[config.mk]
export PLATFORM = sky130hd
export DESIGN_NAME = sec_tick_timer
export DESIGN_NICKNAME = d
export VERILOG_FILES = /design/src/rtl/sec_tick_timer.sv
export SDC_FILE = /design/constraint.sdc
export NUM_CORES = 1
export LEC_CHECK = 0
export CORE_AREA = 5 5 58 60
export DETAILED_ROUTE_END_ITERATION = 6
export DIE_AREA = 0 0 63 65
export GPL_ROUTABILITY_DRIVEN = 0
export PLACE_DENSITY = 0.75
export SYNTH_ARGS = -nofsm -noshare
export SYNTH_HDL_FRONTEND = slang
export SYNTH_SLANG_ARGS = --single-unit
export TNS_END_PERCENT = 30
[constraint.sdc]
create_clock -name clk -period 2.3 [get_ports clk]
set_clock_uncertainty 0.05 [all_clocks]
set_input_delay 0.46 -clock clk [delete_from_list [all_inputs] [get_ports clk]]
set_output_delay 0.46 -clock clk [all_outputs]
set_load 0.05 [all_outputs]
[src/rtl/sec_tick_timer.sv]
// sec_tick_timer: turns the divided 1 Hz square wave into a one-cycle tick and
// uses it to run a loadable mm:ss countdown with start/pause control.
// Every flop is clocked by clk. sec_in is sampled only as a level.
//
// Ports
//   clk      in   system clock; all logic runs on posedge
//   rst      in   synchronous, active-high reset
//   sec_in   in   1 Hz square wave from the divisor (asynchronous level)
//   load     in   1-cycle strobe: load load_min:load_sec (clamped), go to IDLE
//   load_min in   minutes to load
//   load_sec in   seconds to load
//   start    in   1-cycle strobe: IDLE/PAUSED -> RUN (or DONE if 00:00)
//   pause    in   1-cycle strobe: RUN -> PAUSED
//   tick     out  1-cycle pulse per sec_in rising edge, in every state
//   min      out  current minutes, 0..MAX_MIN
//   sec      out  current seconds, 0..59
//   running  out  high while the timer is in RUN
//   done     out  1-cycle pulse when the count reaches 00:00
module sec_tick_timer #(
  parameter int unsigned MAX_MIN  = 59,
  parameter int unsigned SYNC_LEN = 2
) (
  input  logic       clk,
  input  logic       rst,
  input  logic       sec_in,
  input  logic       load,
  input  logic [5:0] load_min,
  input  logic [5:0] load_sec,
  input  logic       start,
  input  logic       pause,
  output logic       tick,
  output logic [5:0] min,
  output logic [5:0] sec,
  output logic       running,
  output logic       done
);

  localparam logic [5:0] MaxMin = 6'(MAX_MIN);
  localparam logic [5:0] MaxSec = 6'd59;

  typedef enum logic [1:0] {StIdle, StRun, StPaused, StDone} state_e;

  // ---------------------------------------------------------------------------
  // Tick path: synchroniser, then an edge stage.
  // A rising edge first sampled at edge k makes tick high from edge
  // k + SYNC_LEN + 1 for exactly one cycle.
  // ---------------------------------------------------------------------------
  logic [SYNC_LEN-1:0] sync_q;
  logic                edge_q;
  logic                prev_q;
  logic                tick_q;
  logic                sync_out;

  assign sync_out = sync_q[SYNC_LEN-1];

  always_ff @(posedge clk) begin
    if (rst) begin
      sync_q <= '0;
      edge_q <= 1'b0;
      prev_q <= 1'b0;
      tick_q <= 1'b0;
    end else begin
      sync_q <= {sync_q[SYNC_LEN-2:0], sec_in};
      edge_q <= sync_out;
      prev_q <= edge_q;
      tick_q <= edge_q & ~prev_q;
    end
  end

  assign tick = tick_q;

  // ---------------------------------------------------------------------------
  // Countdown FSM: state register / next-state / output decode.
  // ---------------------------------------------------------------------------
  state_e     state_q, state_d;
  logic [5:0] min_q, min_d;
  logic [5:0] sec_q, sec_d;
  logic       running_q, running_d;
  logic       done_q, done_d;

  always_ff @(posedge clk) begin
    if (rst) begin
      state_q   <= StIdle;
      min_q     <= '0;
      sec_q     <= '0;
      running_q <= 1'b0;
      done_q    <= 1'b0;
    end else begin
      state_q   <= state_d;
      min_q     <= min_d;
      sec_q     <= sec_d;
      running_q <= running_d;
      done_q    <= done_d;
    end
  end

  // Priority: load > pause > start > tick-decrement.
  always_comb begin
    state_d = state_q;
    min_d   = min_q;
    sec_d   = sec_q;
    if (load) begin
      min_d   = (load_min > MaxMin) ? MaxMin : load_min;
      sec_d   = (load_sec > MaxSec) ? MaxSec : load_sec;
      state_d = StIdle;
    end else if (pause && state_q == StRun) begin
      state_d = StPaused;
    end else if (start && (state_q == StIdle || state_q == StPaused)) begin
      state_d = (min_q == '0 && sec_q == '0) ? StDone : StRun;
    end else if (tick_q && state_q == StRun) begin
      if (sec_q != '0) begin
        sec_d = sec_q - 6'd1;
      end else if (min_q != '0) begin
        sec_d = MaxSec;
        min_d = min_q - 6'd1;
      end
      if (min_d == '0 && sec_d == '0) begin
        state_d = StDone;
      end
    end
  end

  // Outputs are registered from the next state so they line up with min/sec.
  always_comb begin
    running_d = (state_d == StRun);
    done_d    = (state_d == StDone) && (state_q != StDone);
  end

  assign min     = min_q;
  assign sec     = sec_q;
  assign running = running_q;
  assign done    = done_q;

endmodule

==> results of run 1 <==
==> stage by stage <==
| stage | hold WS [ps] | cells | utilization | total power, mW | area [um^2] |
|---|---|---|---|---|---|
| final | 345 | 221 | 0.572 | 0.874 | 1650 |
| after CTS | 347 | 221 | 0.562 | 0.873 | 1620 |
| after global placement | 325 | 217 | 0.552 | 0.674 | 1590 |
| after detailed placement | 329 | 217 | 0.552 | 0.681 | 1590 |
| after global routing | 399 | 221 | 0.572 | 0.924 | 1650 |
| after floorplan | 317 | 155 | - | 0.588 | 1230 |
==> kinds of logic after synthesis <==
logic type / count (synthesis)
simple gates: 87
compound gates: 27
flops: 21
buf+inv: 12
mux: 5
fa+ha+maj: 2
xor+xnor: 1
==> report_power, final <==
group,internal (mW),switching (mW),leakage (nW)
Sequential,0.383,0.0288,0.173
Clock,0.0665,0.125,0.0139
Combinational,0.118,0.153,0.449
==> synthesized netlist by cell type (2+ instances only) <==
cell type | n | area share
nor2_1 | 27 | 0.083
dfxtp_1 | 21 | 0.34
nor2b_1 | 13 | 0.066
nor3_1 | 11 | 0.045
a21oi_1 | 9 | 0.037
nand2_1 | 9 | 0.028
a211oi_1 | 8 | 0.049
inv_1 | 6 | 0.018
nand3_1 | 6 | 0.024
clkbuf_1 | 5 | 0.015
mux2i_1 | 5 | 0.041
nand4_1 | 3 | 0.015
o21ai_0 | 3 | 0.012
ha_1 | 2 | 0.020
nor3_2 | 2 | 0.016
nor3_4 | 2 | 0.027
nor3b_2 | 2 | 0.020
==> cell type report <==
cell class                      count  area (um^2)  area share
Clock inverter                      1         7.51     0.00456
Clock buffer                        3         22.5      0.0137
Sequential cell                    21          423       0.257
Inverter                            6         22.5      0.0137
Multi-Input combinational cell    122          785       0.476
Timing Repair Buffer               35          345       0.210
Tap cell                           33         41.3      0.0251
==> sequential cells by signal (all words and copies together), names as in the netlist <==
name and count:
tick 1, edge_q 1, sync_q 2, prev_q 1
min 6, done 1, state_q 2, sec 6
running 1
==> how the worst min path moves through the flow <==
| stage | start | end | slack, ps | cells past startpoint |
|---|---|---|---|---|
| after detailed placement | prev_q | tick | 330 | 1 |
| after global placement | prev_q | tick | 330 | 1 |
| final | prev_q | tick | 340 | 1 |
| after global routing | prev_q | tick | 400 | 1 |
| after floorplan | prev_q | tick | 320 | 1 |
| after CTS | prev_q | tick | 350 | 1 |
==> metal layers <==
metal,up-vias,track usage
met5,-,0
met4,0,0.0345
met3,2,0.0468
met2,23,0.281
met1,550,0.180
li1,621,-
==> repair_timing <==
action	CTS	global route
setup endpoints to repair	0	8
hold endpoints to repair	0	0
resized for setup	0	7
==> flow_summary.ini, run 1 <==
[status]
status = completed

[place]
post-place-ws_ps = 3.02
dpl.hpwl_mm = 2.39
port_buffers = 32

[sta]
period_minus_slack_ps = 2220
hold_viol_final = 0
worst_pin_slew_ps = 511
setup_ws_ps = 77.9
slew_headroom = 0.659
maxSlewViolCount = 0
setup_violations = 0
rsz0062_at_grt = true
fin_crit_sh = 0.966
fin_setup_tns_ps = 0
fmax_ghz = 0.450

[critical_path]
cp_max_fo = 7
cp_num_buf_inv = 1
reg2reg_depth = 8
slowest_delay_ps = 870
cp.depth = 1
worstSetupEndpoint = sec[4]
arrival_ps = 1710
worstReg2RegEnd = running
crit_type = flop to output port
cp-end-kind = output port
r2r-start = min[1]
cp-start-kind = flop
path_cells = clkdlybuf4s50_1
cp.required_ps = 1790
r2r_setup_slack_ps = 160
critPathLaunch = sec[4]
slowest_stage = clkdlybuf4s50_1
crit_family = buffers and inverters

[synth]
seq_area_frac_synth = 0.343
synth-simple-area-share = 0.399
synth_fp_nets = 175
ys_seq_elements = 21
synth_compound_area_frac = 0.153
synthXorXnorAreaFrac = 0.00714
syn_area_per_cell_um2 = 7.92
netlist_instances = 155
synth_edf_count = 0
synthMuxAreaShare = 0.0408
synthArstFlopShare = 0
yosys_warnings = 0
synth_top_family_by_area = simple AND/OR/NAND/NOR gates
synth_area_um2 = 1230
synthDistinctLibCells = 38
synth_ff_type = dfxtp_1
synth_fa_ha_area_frac = 0.0204

[clock_tree]
path_clk_slew_ps = 130
htree_levels = 1
cts_max_path_buffers = 2
cts_tree = yes
clockRootBuffer = clkbuf_4
cts_setup_buffers = 0
cts_buffers = 3
insertion_delay_ps = 320
clkSinkCount = 21
holdBufCountCts = 0

[cells_and_area]
mostFrequentLayoutCell = clkdlybuf4s50_1
mostFrequentLayoutCells = clkdlybuf4s50_1 (29), nor2_1 (27), dfxtp_1 (19)
nets = 209
nFillCells = 264
drive_gt1_frac = 0.138
antenna_cells = 0
area_growth_pct = 34.1

[global_routing]
antenna_found_initial = 0
grt_max_degree = 24
grt_pass1_vias = 1234
grt.total_usage = 0.156
grt_pass1_wl_mm = 5.26
overflow = 0

[route]
ant_nets = 0
drt-met1-wl_mm = 1.32
drt-total-wl_mm = 3.06
drcViolationCount = 0
dr.pass1.iters = 4
avgViaCountPerCell = 5.41
wl_met3_um = 120
vias = 1196
wl_per_cell_um = 13.8
top_layer = met4
drtIter0Drc = 55
met2_length_mm = 1.60

[floorplan]
die-area_um2 = 4100
ioPinCount = 33
rows = 20
die_y_um = 65
start_util = 0.427
die_w_um = 63
core_um2 = 2880

[power_and_ir_drop]
ir_worst_vdd_mv = 0.509
power_density_nw_per_um2 = 531
p_leak_nw = 0.637

[job]
cap_violations = 0

[min_path]
hp-class = flop to flop
Power figures use the tool's default switching activity.
==> inputs of run 2 (changes only) <==
==> constraint.sdc (replaced) <==
create_clock -name clk -period 2.35 [get_ports clk]
set_clock_uncertainty 0.05 [all_clocks]
set_input_delay 0.47 -clock clk [delete_from_list [all_inputs] [get_ports clk]]
set_output_delay 0.47 -clock clk [all_outputs]
set_load 0.05 [all_outputs]
==> flow_summary.ini, run 2 (same netlist as run 1, synthesis figures left out) <==
[floorplan]
die-area_um2 = 4100
core_um2 = 2880
ioPinCount = 33
die_y_um = 65
rows = 20
die_w_um = 63
start_util = 0.427

[global_routing]
overflow = 0
grt.total_usage = 0.159
grt_pass1_vias = 1205
grt_pass1_wl_mm = 5.40
grt_max_degree = 24
antenna_found_initial = 0

[route]
ant_nets = 0
drtIter0Drc = 34
dr.pass1.iters = 4
wl_per_cell_um = 13.6
drcViolationCount = 0
avgViaCountPerCell = 5.40
drt-total-wl_mm = 3.00
vias = 1194

[sta]
fin_crit_sh = 0.969
slew_headroom = 0.659
fmax_ghz = 0.439
holdWs_ps = 343
setup_violations = 0
period_minus_slack_ps = 2280
hold_viol_final = 0
fin_setup_tns_ps = 0
rsz0062_at_grt = false
worst_pin_slew_ps = 509
setup_ws_ps = 73.5
maxSlewViolCount = 0

[cells_and_area]
nets = 209
fin_area_um2 = 1630
finalCoreUtilization = 0.568
area_growth_pct = 33.1
antenna_cells = 0
mostFrequentLayoutCells = clkdlybuf4s50_1 (31), nor2_1 (27), dfxtp_1 (19)
regArea_um2 = 423
multi_input_area_um2 = 772
drive_gt1_frac = 0.128
nFillCells = 265
mostFrequentLayoutCell = clkdlybuf4s50_1
finalNonFillerCells = 221

[status]
status = completed

[critical_path]
worstReg2RegEnd = running
slowest_delay_ps = 880
reg2reg_depth = 8
cp_max_fo = 8
cp-end-kind = output port
r2r_setup_slack_ps = 200
crit_family = buffers and inverters
r2r-start = min[1]
slowest_stage = clkdlybuf4s50_1
crit_type = flop to output port
arrival_ps = 1760
cp.required_ps = 1830
cp_num_buf_inv = 1
cp.depth = 1
path_cells = clkdlybuf4s50_1
cp-start-kind = flop

[place]
dpl.hpwl_mm = 2.39
port_buffers = 32
dpl.cell_count = 217
post-place-ws_ps = 38.4
dpl_cell_area_um2 = 1590

[clock_tree]
path_clk_slew_ps = 130
cts_buffers = 3
clkSinkCount = 21
insertion_delay_ps = 310
clockRootBuffer = clkbuf_4
cts_tree = yes
cts_max_path_buffers = 2
htree_levels = 1

[min_path]
min_to = tick
min-delay-start = prev_q
hp-class = flop to flop
whs_path_depth = 1

[job]
cap_violations = 0

[power_and_ir_drop]
power_mw = 0.847
p_leak_nw = 0.618
ir_worst_vdd_mv = 0.446
power_density_nw_per_um2 = 518
## run 2: layout make-up
class / instances / share of cell area
Tap cell: 33 / 0.0253
Clock buffer: 3 / 0.0138
Timing Repair Buffer: 35 / 0.211
Sequential cell: 21 / 0.259
Clock inverter: 1 / 0.00459
Multi-Input combinational cell: 122 / 0.472
Inverter: 6 / 0.0138
## run 2: layer usage
metal	share of wire	track usage	wire, um
met2	0.51	0.277	1540
met1	0.45	0.193	1340
met3	0.033	0.0416	98
met5	0	0	0
met4	0.0070	0.0398	21
## run 2: worst max-delay path by stage
stage,startpoint,endpoint,slack [ps]
3_3_place_gp,load,running,60
2_1_floorplan,min[0],running,70
3_5_place_dp,load,running,40
6_report,sec[5],sec[5],70
5_1_grt,sec[5],sec[5],30
4_1_cts,sec[2],sec[2],20
## run 2: what timing repair did
| action | 4_1_cts | 5_1_grt |
|---|---|---|
| gates resized for setup | 0 | 4 |
| setup buffers | 0 | 0 |
| hold endpoints to repair | 0 | 0 |
| setup endpoints to repair | 0 | 6 |
| hold buffers | 0 | 0 |
## run 2: report_power, final
part / switching (mW) / total (mW) / internal [mW]
clock: 0.119 / 0.184 / 0.0650
combinational: 0.147 / 0.260 / 0.113
sequential: 0.0284 / 0.403 / 0.374
==> inputs of run 3 (changes only) <==
--- a/config.mk
+++ b/config.mk
@@ -5,9 +5,9 @@
 export SDC_FILE = /design/constraint.sdc
 export NUM_CORES = 1
 export LEC_CHECK = 0
-export CORE_AREA = 5 5 58 60
+export CORE_AREA = 2 2 55 57
 export DETAILED_ROUTE_END_ITERATION = 6
-export DIE_AREA = 0 0 63 65
+export DIE_AREA = 0 0 57 59
 export GPL_ROUTABILITY_DRIVEN = 0
 export PLACE_DENSITY = 0.75
 export SYNTH_ARGS = -nofsm -noshare
==> flow_summary.ini, run 3 (same netlist as run 1, synthesis figures left out) <==
[power_and_ir_drop]
power_mw = 0.845
ir_worst_vdd_mv = 0.343
power_density_nw_per_um2 = 519
p_leak_nw = 0.622

[floorplan]
core_um2 = 2710
ioPinCount = 33
die_y_um = 59
rows = 19
die_w_um = 57
die-area_um2 = 3360
start_util = 0.453

[route]
ant_nets = 0
drcViolationCount = 0
drtIter0Drc = 30
dr.pass1.iters = 4
drt-total-wl_mm = 3.02
avgViaCountPerCell = 5.54
vias = 1214
wl_per_cell_um = 13.8

[sta]
rsz0062_at_grt = false
fmax_ghz = 0.444
hold_viol_final = 0
period_minus_slack_ps = 2250
worst_pin_slew_ps = 509
maxSlewViolCount = 0
setup_violations = 0
fin_setup_tns_ps = 0
slew_headroom = 0.660
setup_ws_ps = 96.8
fin_crit_sh = 0.959

[place]
port_buffers = 32
dpl.cell_count = 215
dpl_cell_area_um2 = 1590
post-place-ws_ps = 52.2
dpl.hpwl_mm = 2.38

[status]
status = completed

[critical_path]
path_cells = clkdlybuf4s50_1
cp-start-kind = flop
cp_num_buf_inv = 1
cp_max_fo = 8
slowest_stage = clkdlybuf4s50_1
arrival_ps = 1730
slowest_delay_ps = 870
cp-end-kind = output port
crit_family = buffers and inverters
cp.required_ps = 1830
crit_type = flop to output port

[clock_tree]
path_clk_slew_ps = 130
cts_tree = yes
cts_setup_buffers = 0
htree_levels = 1
insertion_delay_ps = 310
clockRootBuffer = clkbuf_4
cts_max_path_buffers = 2
clkSinkCount = 21
cts_buffers = 3

[cells_and_area]
antenna_cells = 0
nets = 209
fin_area_um2 = 1630
drive_gt1_frac = 0.128
multi_input_area_um2 = 772
mostFrequentLayoutCell = clkdlybuf4s50_1
regArea_um2 = 423
area_growth_pct = 32.7
finalNonFillerCells = 219
nFillCells = 265
mostFrequentLayoutCells = clkdlybuf4s50_1 (31), nor2_1 (27), dfxtp_1 (19)

[job]
cap_violations = 0

[global_routing]
grt_max_degree = 24
grt_pass1_vias = 1162
grt.total_usage = 0.190
grt_pass1_wl_mm = 5.18
antenna_found_initial = 0
overflow = 0

[min_path]
hp-class = flop to flop
-- run 3: path summary, 6_finish.rpt --
path	start	end	slack [ps]	depth (start not counted)
min	prev_q	tick	350	1
min reg2reg	prev_q	tick	350	1
max reg2reg	min[0]	running	170	8
max	sec[3]	sec[3]	100	1
-- run 3: per-layer routing --
| metal | vias to the layer above | share of wire | track usage | wire length [um] |
|---|---|---|---|---|
| met5 | - | 0 | 0 | 0 |
| met4 | 0 | 0.0063 | 0.0332 | 19 |
| met3 | 2 | 0.026 | 0.0240 | 77 |
| met2 | 14 | 0.52 | 0.345 | 1570 |
| met1 | 578 | 0.45 | 0.245 | 1350 |
| li1 | 620 | - | - | - |
-- run 3: final cells by class --
class	instances	area share
sequential	21	0.260
multi-input combinational	122	0.474
inverter	6	0.0138
timing repair buffer	35	0.212
clock buffer	3	0.0138
tap	31	0.0238
clock inverter	1	0.00307
-- run 3: what timing repair did --
action	CTS	global route
hold buffers	0	0
gates resized for setup	0	4
setup endpoints to repair	0	5
-- run 3: metrics by stage --
stage          utilization  hold slack (ps)
3_3_place_gp         0.586              327
5_1_grt              0.601              379
4_1_cts              0.596              355
3_5_place_dp         0.586              335
2_1_floorplan            -              317
6_report             0.601              353
-- run 3: worst register-to-register path, stage by stage (launching register included) --
cell and delay (ps):
dfxtp_1 380, inv_1 70, ha_1 230, nor2b_2 240, nand2_2 140, a221oi_2 350, o2111ai_1 150, o32a_2 360
and2_1 150
-- run 3: where the power goes --
part / internal [mW] / switching, mW / leakage [nW]
clock: 0.0636 / 0.119 / 0.0177
sequential: 0.374 / 0.0281 / 0.173
combinational: 0.113 / 0.147 / 0.431
total: 0.551 / 0.295 / 0.622
